`config.mk`:
```
export PLATFORM = sky130hd
export DESIGN_NAME = cry_detect_sched
export DESIGN_NICKNAME = d
export VERILOG_FILES = /design/src/rtl/cry_detect_sched.sv
export SDC_FILE = /design/constraint.sdc
export NUM_CORES = 1
export LEC_CHECK = 0
export ABC_CLOCK_PERIOD_IN_PS = 4300
export CAP_MARGIN = 10
export CELL_PAD_IN_SITES_DETAIL_PLACEMENT = 0
export CELL_PAD_IN_SITES_GLOBAL_PLACEMENT = 1
export CORE_MARGIN = 8
export CORE_UTILIZATION = 43
export DETAILED_ROUTE_END_ITERATION = 10
export GPL_TIMING_DRIVEN = 1
export HOLD_SLACK_MARGIN = 0.06
export PLACE_DENSITY = 0.89
export SYNTH_ARGS = -nofsm -noshare
export SYNTH_HDL_FRONTEND = slang
export SYNTH_SLANG_ARGS = --single-unit
```
`constraint.sdc`:
```
create_clock -name clk -period 4.3 [get_ports clk]
set_clock_uncertainty 0.2 [all_clocks]
set_input_delay 0.645 -clock clk [delete_from_list [all_inputs] [get_ports clk]]
set_output_delay 0.645 -clock clk [all_outputs]
set_load 0.02 [all_outputs]
```
`src/rtl/cry_detect_sched.sv`:
```
// cry_detect_sched: round-robin scheduler that time-shares one 1-0-1 serial detector
// among NCH channels, counting hits per frame and raising sticky per-channel alarms.
`default_nettype none

module cry_detect_sched #(
  parameter int NCH        = 4,
  parameter int FRAME_BITS = 16,
  parameter int ALARM_HITS = 3
) (
  input  logic           clk,
  input  logic           rstn,
  input  logic [NCH-1:0] i_ch_req,
  input  logic [NCH-1:0] i_ch_bit,
  output logic [NCH-1:0] o_gnt,
  output logic           o_bit_rd,
  output logic           o_det_rstn,
  output logic           o_det_in,
  input  logic           i_det_out,
  output logic           o_frame_done,
  output logic [4:0]     o_frame_hits,
  output logic [NCH-1:0] o_alarm,
  input  logic [NCH-1:0] i_alarm_ack,
  output logic           o_busy
);

  localparam int IW = (NCH > 1) ? $clog2(NCH) : 1;

  typedef enum logic [1:0] {
    S_IDLE  = 2'd0,
    S_RUN   = 2'd1,
    S_DRAIN = 2'd2,
    S_DONE  = 2'd3
  } state_t;

  state_t         r_state;
  logic [IW-1:0]  r_idx;
  logic [IW-1:0]  r_last;
  logic [4:0]     r_bit_cnt;
  logic [4:0]     r_hits;
  logic [3:0]     r_acc [NCH];
  logic [NCH-1:0] r_gnt;
  logic           r_bit_rd;
  logic           r_det_rstn;
  logic           r_frame_done;
  logic [4:0]     r_frame_hits;
  logic [NCH-1:0] r_alarm;
  logic           r_busy;

  logic [IW:0]    w_pick;
  logic [4:0]     w_hits_inc;
  logic [3:0]     w_base;
  logic [5:0]     w_sum;
  logic [3:0]     w_new_acc;

  // Returns {found, index}; search starts one past the last served channel.
  function automatic logic [IW:0] f_pick(input logic [NCH-1:0] req, input logic [IW-1:0] last);
    logic [IW:0] res;
    int          c;
    res = '0;
    for (int k = NCH - 1; k >= 0; k--) begin
      c = int'(last) + 1 + k;
      if (c >= NCH) c = c - NCH;
      if (req[IW'(c)]) res = {1'b1, IW'(c)};
    end
    return res;
  endfunction

  always_comb begin
    w_pick     = f_pick(i_ch_req, r_last);
    w_hits_inc = (i_det_out && (r_hits != 5'd31)) ? r_hits + 5'd1 : r_hits;
    // A coincident ack restarts the accumulator before this frame's hits land.
    w_base     = i_alarm_ack[r_idx] ? 4'd0 : r_acc[r_idx];
    w_sum      = {2'b00, w_base} + {1'b0, r_hits};
    w_new_acc  = (w_sum > 6'd15) ? 4'd15 : w_sum[3:0];
  end

  always_ff @(posedge clk) begin
    if (!rstn) begin
      r_state      <= S_IDLE;
      r_idx        <= '0;
      r_last       <= IW'(NCH - 1);
      r_bit_cnt    <= '0;
      r_hits       <= '0;
      r_gnt        <= '0;
      r_bit_rd     <= 1'b0;
      r_det_rstn   <= 1'b0;
      r_frame_done <= 1'b0;
      r_frame_hits <= '0;
      r_busy       <= 1'b0;
    end else begin
      r_frame_done <= 1'b0;
      r_frame_hits <= '0;
      case (r_state)
        S_IDLE: begin
          if (w_pick[IW]) begin
            r_idx      <= w_pick[IW-1:0];
            r_gnt      <= NCH'(1) << w_pick[IW-1:0];
            r_bit_cnt  <= '0;
            r_hits     <= '0;
            r_bit_rd   <= 1'b1;
            r_det_rstn <= 1'b1;
            r_busy     <= 1'b1;
            r_state    <= S_RUN;
          end
        end
        S_RUN: begin
          r_bit_cnt <= r_bit_cnt + 5'd1;
          r_hits    <= w_hits_inc;
          if (r_bit_cnt == 5'(FRAME_BITS - 1)) begin
            r_bit_rd <= 1'b0;
            r_gnt    <= '0;
            r_state  <= S_DRAIN;
          end
        end
        S_DRAIN: begin
          r_hits       <= w_hits_inc;
          r_frame_hits <= w_hits_inc;
          r_frame_done <= 1'b1;
          r_det_rstn   <= 1'b0;
          r_state      <= S_DONE;
        end
        default: begin
          r_last  <= r_idx;
          r_busy  <= 1'b0;
          r_state <= S_IDLE;
        end
      endcase
    end
  end

  always_ff @(posedge clk) begin
    if (!rstn) begin
      for (int j = 0; j < NCH; j++) r_acc[j] <= '0;
      r_alarm <= '0;
    end else begin
      for (int j = 0; j < NCH; j++) begin
        if ((r_state == S_DONE) && (r_idx == IW'(j))) begin
          r_acc[j]   <= w_new_acc;
          r_alarm[j] <= (r_alarm[j] & ~i_alarm_ack[j]) | (w_new_acc >= 4'(ALARM_HITS));
        end else if (i_alarm_ack[j]) begin
          r_acc[j]   <= '0;
          r_alarm[j] <= 1'b0;
        end
      end
    end
  end

  assign o_gnt        = r_gnt;
  assign o_bit_rd     = r_bit_rd;
  assign o_det_rstn   = r_det_rstn;
  assign o_det_in     = r_bit_rd & i_ch_bit[r_idx];
  assign o_frame_done = r_frame_done;
  assign o_frame_hits = r_frame_hits;
  assign o_alarm      = r_alarm;
  assign o_busy       = r_busy;

endmodule

`default_nettype wire

```
# == Yosys cells after proc, flatten, opt, wreduce, memory -nomap -nowiden ==
# Memory sizes are Yosys's and may differ from the RTL's. A register that Yosys moved wholly into a read port is not among the register bits.
# Index checks and enable logic that the tools add are counted.
# word_totals
register_bits,33
ramBits,16
in_bits,15
output_inout_bits,18
word_cells,184
memories,1
# classes
addsub,11
order_cmp,11
n_eq_ne,10
shift,1
mux,89
bitwise_logic,22
n_reduce_logical,24
# mem_list
memory,words,width,read_ports,rd_clocked_by_memory_dff,write_ports,line,source
r_acc,4,4,1,1,4,40,logic [3:0] r_acc [NCH];
# ops
cell,count
2-to-1 mux 1 bit,50
2-to-1 mux 4 bit,12
one-hot mux 5 bit (2 select lines),2
less-than comparator 2 x 4 -> 1 bit (second input constant),4
2-to-1 mux 2 bit,8
AND reduction 2 bit,7
nonzero test 2 bit,7
binary-select mux 1 bit (select 2 bit),6
>= comparator 4 x 3 -> 1 bit (second input constant),3
2-to-1 mux 3 bit,4
OR 1 bit,12
adder 5 x 1 -> 5 bit (second input constant),2
2-to-1 mux 5 bit,2
adder 3 x 2 -> 4 bit (second input constant),2
equality test 2 bit (second input constant),4
one-hot mux 4 bit (2 select lines),1
subtractor 2 x 1 -> 2 bit (second input constant),4
adder 4 x 5 -> 6 bit,1
greater-than comparator 6 x 4 -> 1 bit (second input constant),1
one-hot mux 1 bit (2 select lines),3
one-hot mux 2 bit (3 select lines),1
bitwise AND 1 bit,5
equality test 5 x 4 -> 1 bit (second input constant),1
logical AND 1 bit,5
other kinds (14),21

# == Longest topological paths before layout ==
# depth
depth_word,14
mapped_depth,11
ltp_nobuf,10

# == Least setup slack after synthesis ==
# OpenSTA, ideal clock, no wires.
# synth_path
kind,reg2reg
from,register r_idx[0]
to,register r_alarm[1] (netlist: o_alarm[1])
setup_ns,0.126
arrival_ns,2.993
t_required_ns,3.974
slack_ns,0.981
stages_incl_launch_ff,11
n_path_buf,1
synth_period_minus_slack_ns,3.319
path_cell_list,dfxtp_1 clkbuf_1 mux4_2 a211oi_1 inv_1 fa_1 nand2b_1 o41ai_2 and3_2 nor4b_4 o21ai_1
# synth_via
elab_chain_cells,9
# synth_lines
element,line,source
start: declaration,36,logic [IW-1:0] r_idx;
start signal: assignment,96,r_idx <= w_pick[IW-1:0];
binary-select mux 1 bit (select 2 bit),72,w_base = i_alarm_ack[r_idx] ? 4'd0 : r_acc[r_idx];
2-to-1 mux 1 bit (not written as such),72,
2-to-1 mux 4 bit,72,
adder 4 x 5 -> 6 bit,73,"w_sum = {2'b00, w_base} + {1'b0, r_hits};"
greater-than comparator 6 x 4 -> 1 bit,74,w_new_acc = (w_sum > 6'd15) ? 4'd15 : w_sum[3:0];
2-to-1 mux 4 bit,74,
>= comparator 4 x 2 -> 1 bit,139,r_alarm[j] <= (r_alarm[j] & ~i_alarm_ack[j]) | (w_new_acc >= 4'(ALARM_HITS));
OR 1 bit,139,
2-to-1 mux 1 bit,137,if ((r_state == S_DONE) && (r_idx == IW'(j))) begin
end signal: indexed assignment,139,
end: declaration,46,logic [NCH-1:0] r_alarm;
# Several ways; a longest one is shown, not always the timed one. The select of a mux whose other input is x is not followed.
# A chain may end at the register's enable or synchronous reset.

# == Worst setup path in the final report ==
# layout_path
from,input port i_alarm_ack[2]
to,register r_alarm[1] (netlist: o_alarm[1])
# layout_via
elab_chain_cells,9
# layout_lines
element,line,source
start: declaration,22,"input logic [NCH-1:0] i_alarm_ack,"
binary-select mux 1 bit (select 2 bit) (*),72,
2-to-1 mux 1 bit (not written as such) (*),72,
2-to-1 mux 4 bit (*),72,
adder 4 x 5 -> 6 bit (*),73,
greater-than comparator 6 x 4 -> 1 bit,74,
2-to-1 mux 4 bit (*),74,
>= comparator 4 x 2 -> 1 bit (*),139,
OR 1 bit (*),139,
2-to-1 mux 1 bit (*),137,
# Every way passes the cells marked *; elsewhere a longest branch is shown, timed or not. The select of a mux whose other input is x is not followed.

==> impl_metrics.toml <==
[clock_tree]
cts_sinks = 51
clkTransAtPathRegs_ns = 0.09
cts_max_level = 2
cts_buffers = 5
cts_resized = 0
postCtsHoldBufs = 0
cts_tree = "done"
clock_path_buffers = 2
post-cts-setup-buffers = 0
clk_latency_ns = 0.31
root_buffer = "clkbuf_8"

[cells_and_area]
num_antenna_cells = 0
syn_to_final_growth_pct = 18.4
fill_cells = 590
drive_gt1_share_pct = 6.73
final_util_pct = 51.3
fin_nets = 340

[global_route]
grt_max_degree = 22
grt_pass1_wl_mm = 9.80
grt_pass1_vias = 2037
grt_overflow_total = 0
antenna_found_initial = 0
grt.total_usage_pct = 13.7

[detailed_routing]
ant_nets = 0
first_iter_violations = 81
drc = 0
drt_wl_total_mm = 5.92
avgViaCountPerCell = 5.40
route.vias.total = 2100
wire_per_inst_um = 15.2
drtPass1Iterations = 4

[timing]
fin_tns_setup_ns = 0
drv_slew = 0
rsz0062_at_grt = "no"
hold_violations = 0
tightest_slew_ns = 0.694
min_period_ns = 3.66
finalSetupViolations = 0
fin_crit_sh_pct = 85.1
slew-limit-headroom_pct = 53.3
fmax_ghz = 0.273

[power]
peakVddDrop_mv = 0.332
power_w = 0.00158
p_leak_nw = 1.18
powerDensity_mw_per_mm2 = 497

[synthesis]
ys_types = 48
yosys_warnings = 0
syn_avg_cell_area_um2 = 9.58
syn_nets = 310
yosysSeqAreaShare_pct = 43.9
post_synth_inst_count = 281
syn_area_mm2 = 0.00269
synth_seq_cells = 51

[run_status]
status = "finished, final reports clean"

[critical_path]
crit_required_ns = 4.28
cp-end-kind = "flop"
startpoint_type = "primary input"
reg2reg_slack_ns = 0.75
arrival_ns = 3.64
path_max_fanout = 5
critPathKind = "in -> reg"

[floorplanning]
ios = 33
start_util_pct = 43.4
rows = 29
die_h_um = 95.1
die_area_mm2 = 0.00905
die_x_um = 95.1
core_mm2 = 0.00620

[flow_run]
drv_cap = 0

[placed_design]
io_buffers = 32
place_hpwl_mm = 4.53
gp_congestion = 0.856

[hold_path]
hold_path_class = "reg -> reg"
-- cells in the mapped netlist, drive strengths merged --
cell type / count / area [µm²]
dfxtp: 35 / 701
nor2: 32 / 128
nand2: 30 / 113
o21ai: 18 / 90.1
edfxtp: 16 / 480
nor2b: 14 / 87.6
ha: 13 / 163
inv: 12 / 45.0
a21boi: 10 / 75.1
a21oi: 9 / 48.8
clkbuf: 9 / 33.8
nand2b: 8 / 50.1
and2: 7 / 43.8
mux4: 5 / 113
a211oi: 4 / 30.0
a22o: 4 / 35.0
and3: 4 / 26.3
mux2i: 4 / 40.0
nand3: 4 / 20.0
nand3b: 4 / 30.0
nand4: 4 / 25.0
a31oi: 3 / 18.8
nor3b: 3 / 22.5
o211ai: 3 / 22.5
o21a: 3 / 22.5
nand4b: 2 / 17.5
nor3: 2 / 10.0
o221ai: 2 / 17.5
xnor2: 2 / 17.5
a21o: 1 / 7.51
a22oi: 1 / 7.51
a311oi: 1 / 8.76
a32oi: 1 / 8.76
buf: 1 / 11.3
fa: 1 / 20.0
nor4: 1 / 6.26
nor4b: 1 / 23.8
o221a: 1 / 11.3
o22a: 1 / 8.76
o22ai: 1 / 6.26
o2bb2ai: 1 / 8.76
o41ai: 1 / 16.3
or4: 1 / 11.3
xor2: 1 / 8.76
-- critical path, cell delays in order --
cell	delay [ns]
clkdlybuf4s50_1	0.43
mux4_2	0.54
nor2b_1	0.15
ha_1	0.19
inv_1	0.06
fa_1	0.39
nand2b_1	0.20
o41ai_2	0.34
and3_2	0.29
nor4b_4	0.29
o21ai_1	0.12
-- placed cells by master (no fill, tap or decap), drive strengths merged, types with 2 or more instances in the layout --
cell type / instances
dfxtp: 35
nand2b: 8
nand4b: 2
nand3b: 4
edfxtp: 16
and3: 4
xnor2: 2
nor2b: 14
clkdlybuf4s50: 32
o221ai: 2
inv: 13
and2: 7
a21oi: 9
nand2: 30
o211ai: 3
mux4: 5
o21a: 3
a21boi: 10
nand4: 4
clkbuf: 5
a31oi: 3
nor2: 32
o21ai: 18
mux2i: 4
ha: 13
a211oi: 4
nor3b: 3
a22o: 4
nor3: 2
nand3: 4
-- state kept, by name (all words and copies together), names as in the netlist, 4 cells and up, named ones only --
| name | count |
|---|---|
| o_alarm | 4 |
| o_frame_hits | 5 |
| o_gnt | 4 |
| r_acc | 16 |
| r_bit_cnt | 5 |
| r_hits | 5 |
-- worst paths after layout --
| kind | cells past startpoint | end | startpoint |
|---|---|---|---|
| min reg2reg | 2 | o_alarm[1] | o_alarm[1] |
| max reg2reg | 10 | o_alarm[1] | r_idx[0] |
| max | 11 | o_alarm[1] | i_alarm_ack[2] |
| min | 2 | o_alarm[1] | o_alarm[1] |
-- cells by family (layout without fill, tap and decap cells) --
family | after synthesis | after routing | share of synthesized area, %
AO/OA/AOI/OAI | 65 | 65 | 16.5
buffers and inverters | 22 | 53 | 3.35
adder cells (fa/ha/maj) | 14 | 14 | 6.79
multiplexers | 9 | 9 | 5.67
XOR/XNOR | 3 | 3 | 0.976
flip-flops | 51 | 51 | 43.9
AND/OR/NAND/NOR | 117 | 117 | 22.8
-- metal layers --
layer  track usage [%]  wire, µm  part of all wire [%]
met3              3.07       268                   4.5
met5                 0         0                     0
met2              23.4      2920                    49
met1              17.0      2680                    45
met4              3.51        43                  0.73
-- per-stage QoR --
stage	instance area, µm²	std cells	hold WS [ns]	worst slack [ns]
6_report	3190	389	0.272	0.640
5_1_grt	3190	389	0.286	0.339
4_1_cts	3190	389	0.273	0.659
3_5_place_dp	3070	381	0.259	0.335
3_3_place_gp	3070	381	0.253	0.397
2_1_floorplan	2690	281	0.261	0.981
-- report_power, final --
group	internal (W)	switching, W
clock network	0.000175	0.000164
registers	0.000567	0.0000855
logic	0.000257	0.000334
-- cell type report --
type / instances / area [µm²] / area share [%]
multi-input combinational: 208 / 1420 / 44.6
sequential: 51 / 1180 / 37.1
timing repair buffer: 33 / 328 / 10.3
tap: 77 / 96.3 / 3.02
clock buffer: 5 / 68.8 / 2.16
clock inverter: 3 / 46.3 / 1.45
inverter: 12 / 45.0 / 1.41
No activity file was read; power rests on OpenSTA's default activity.
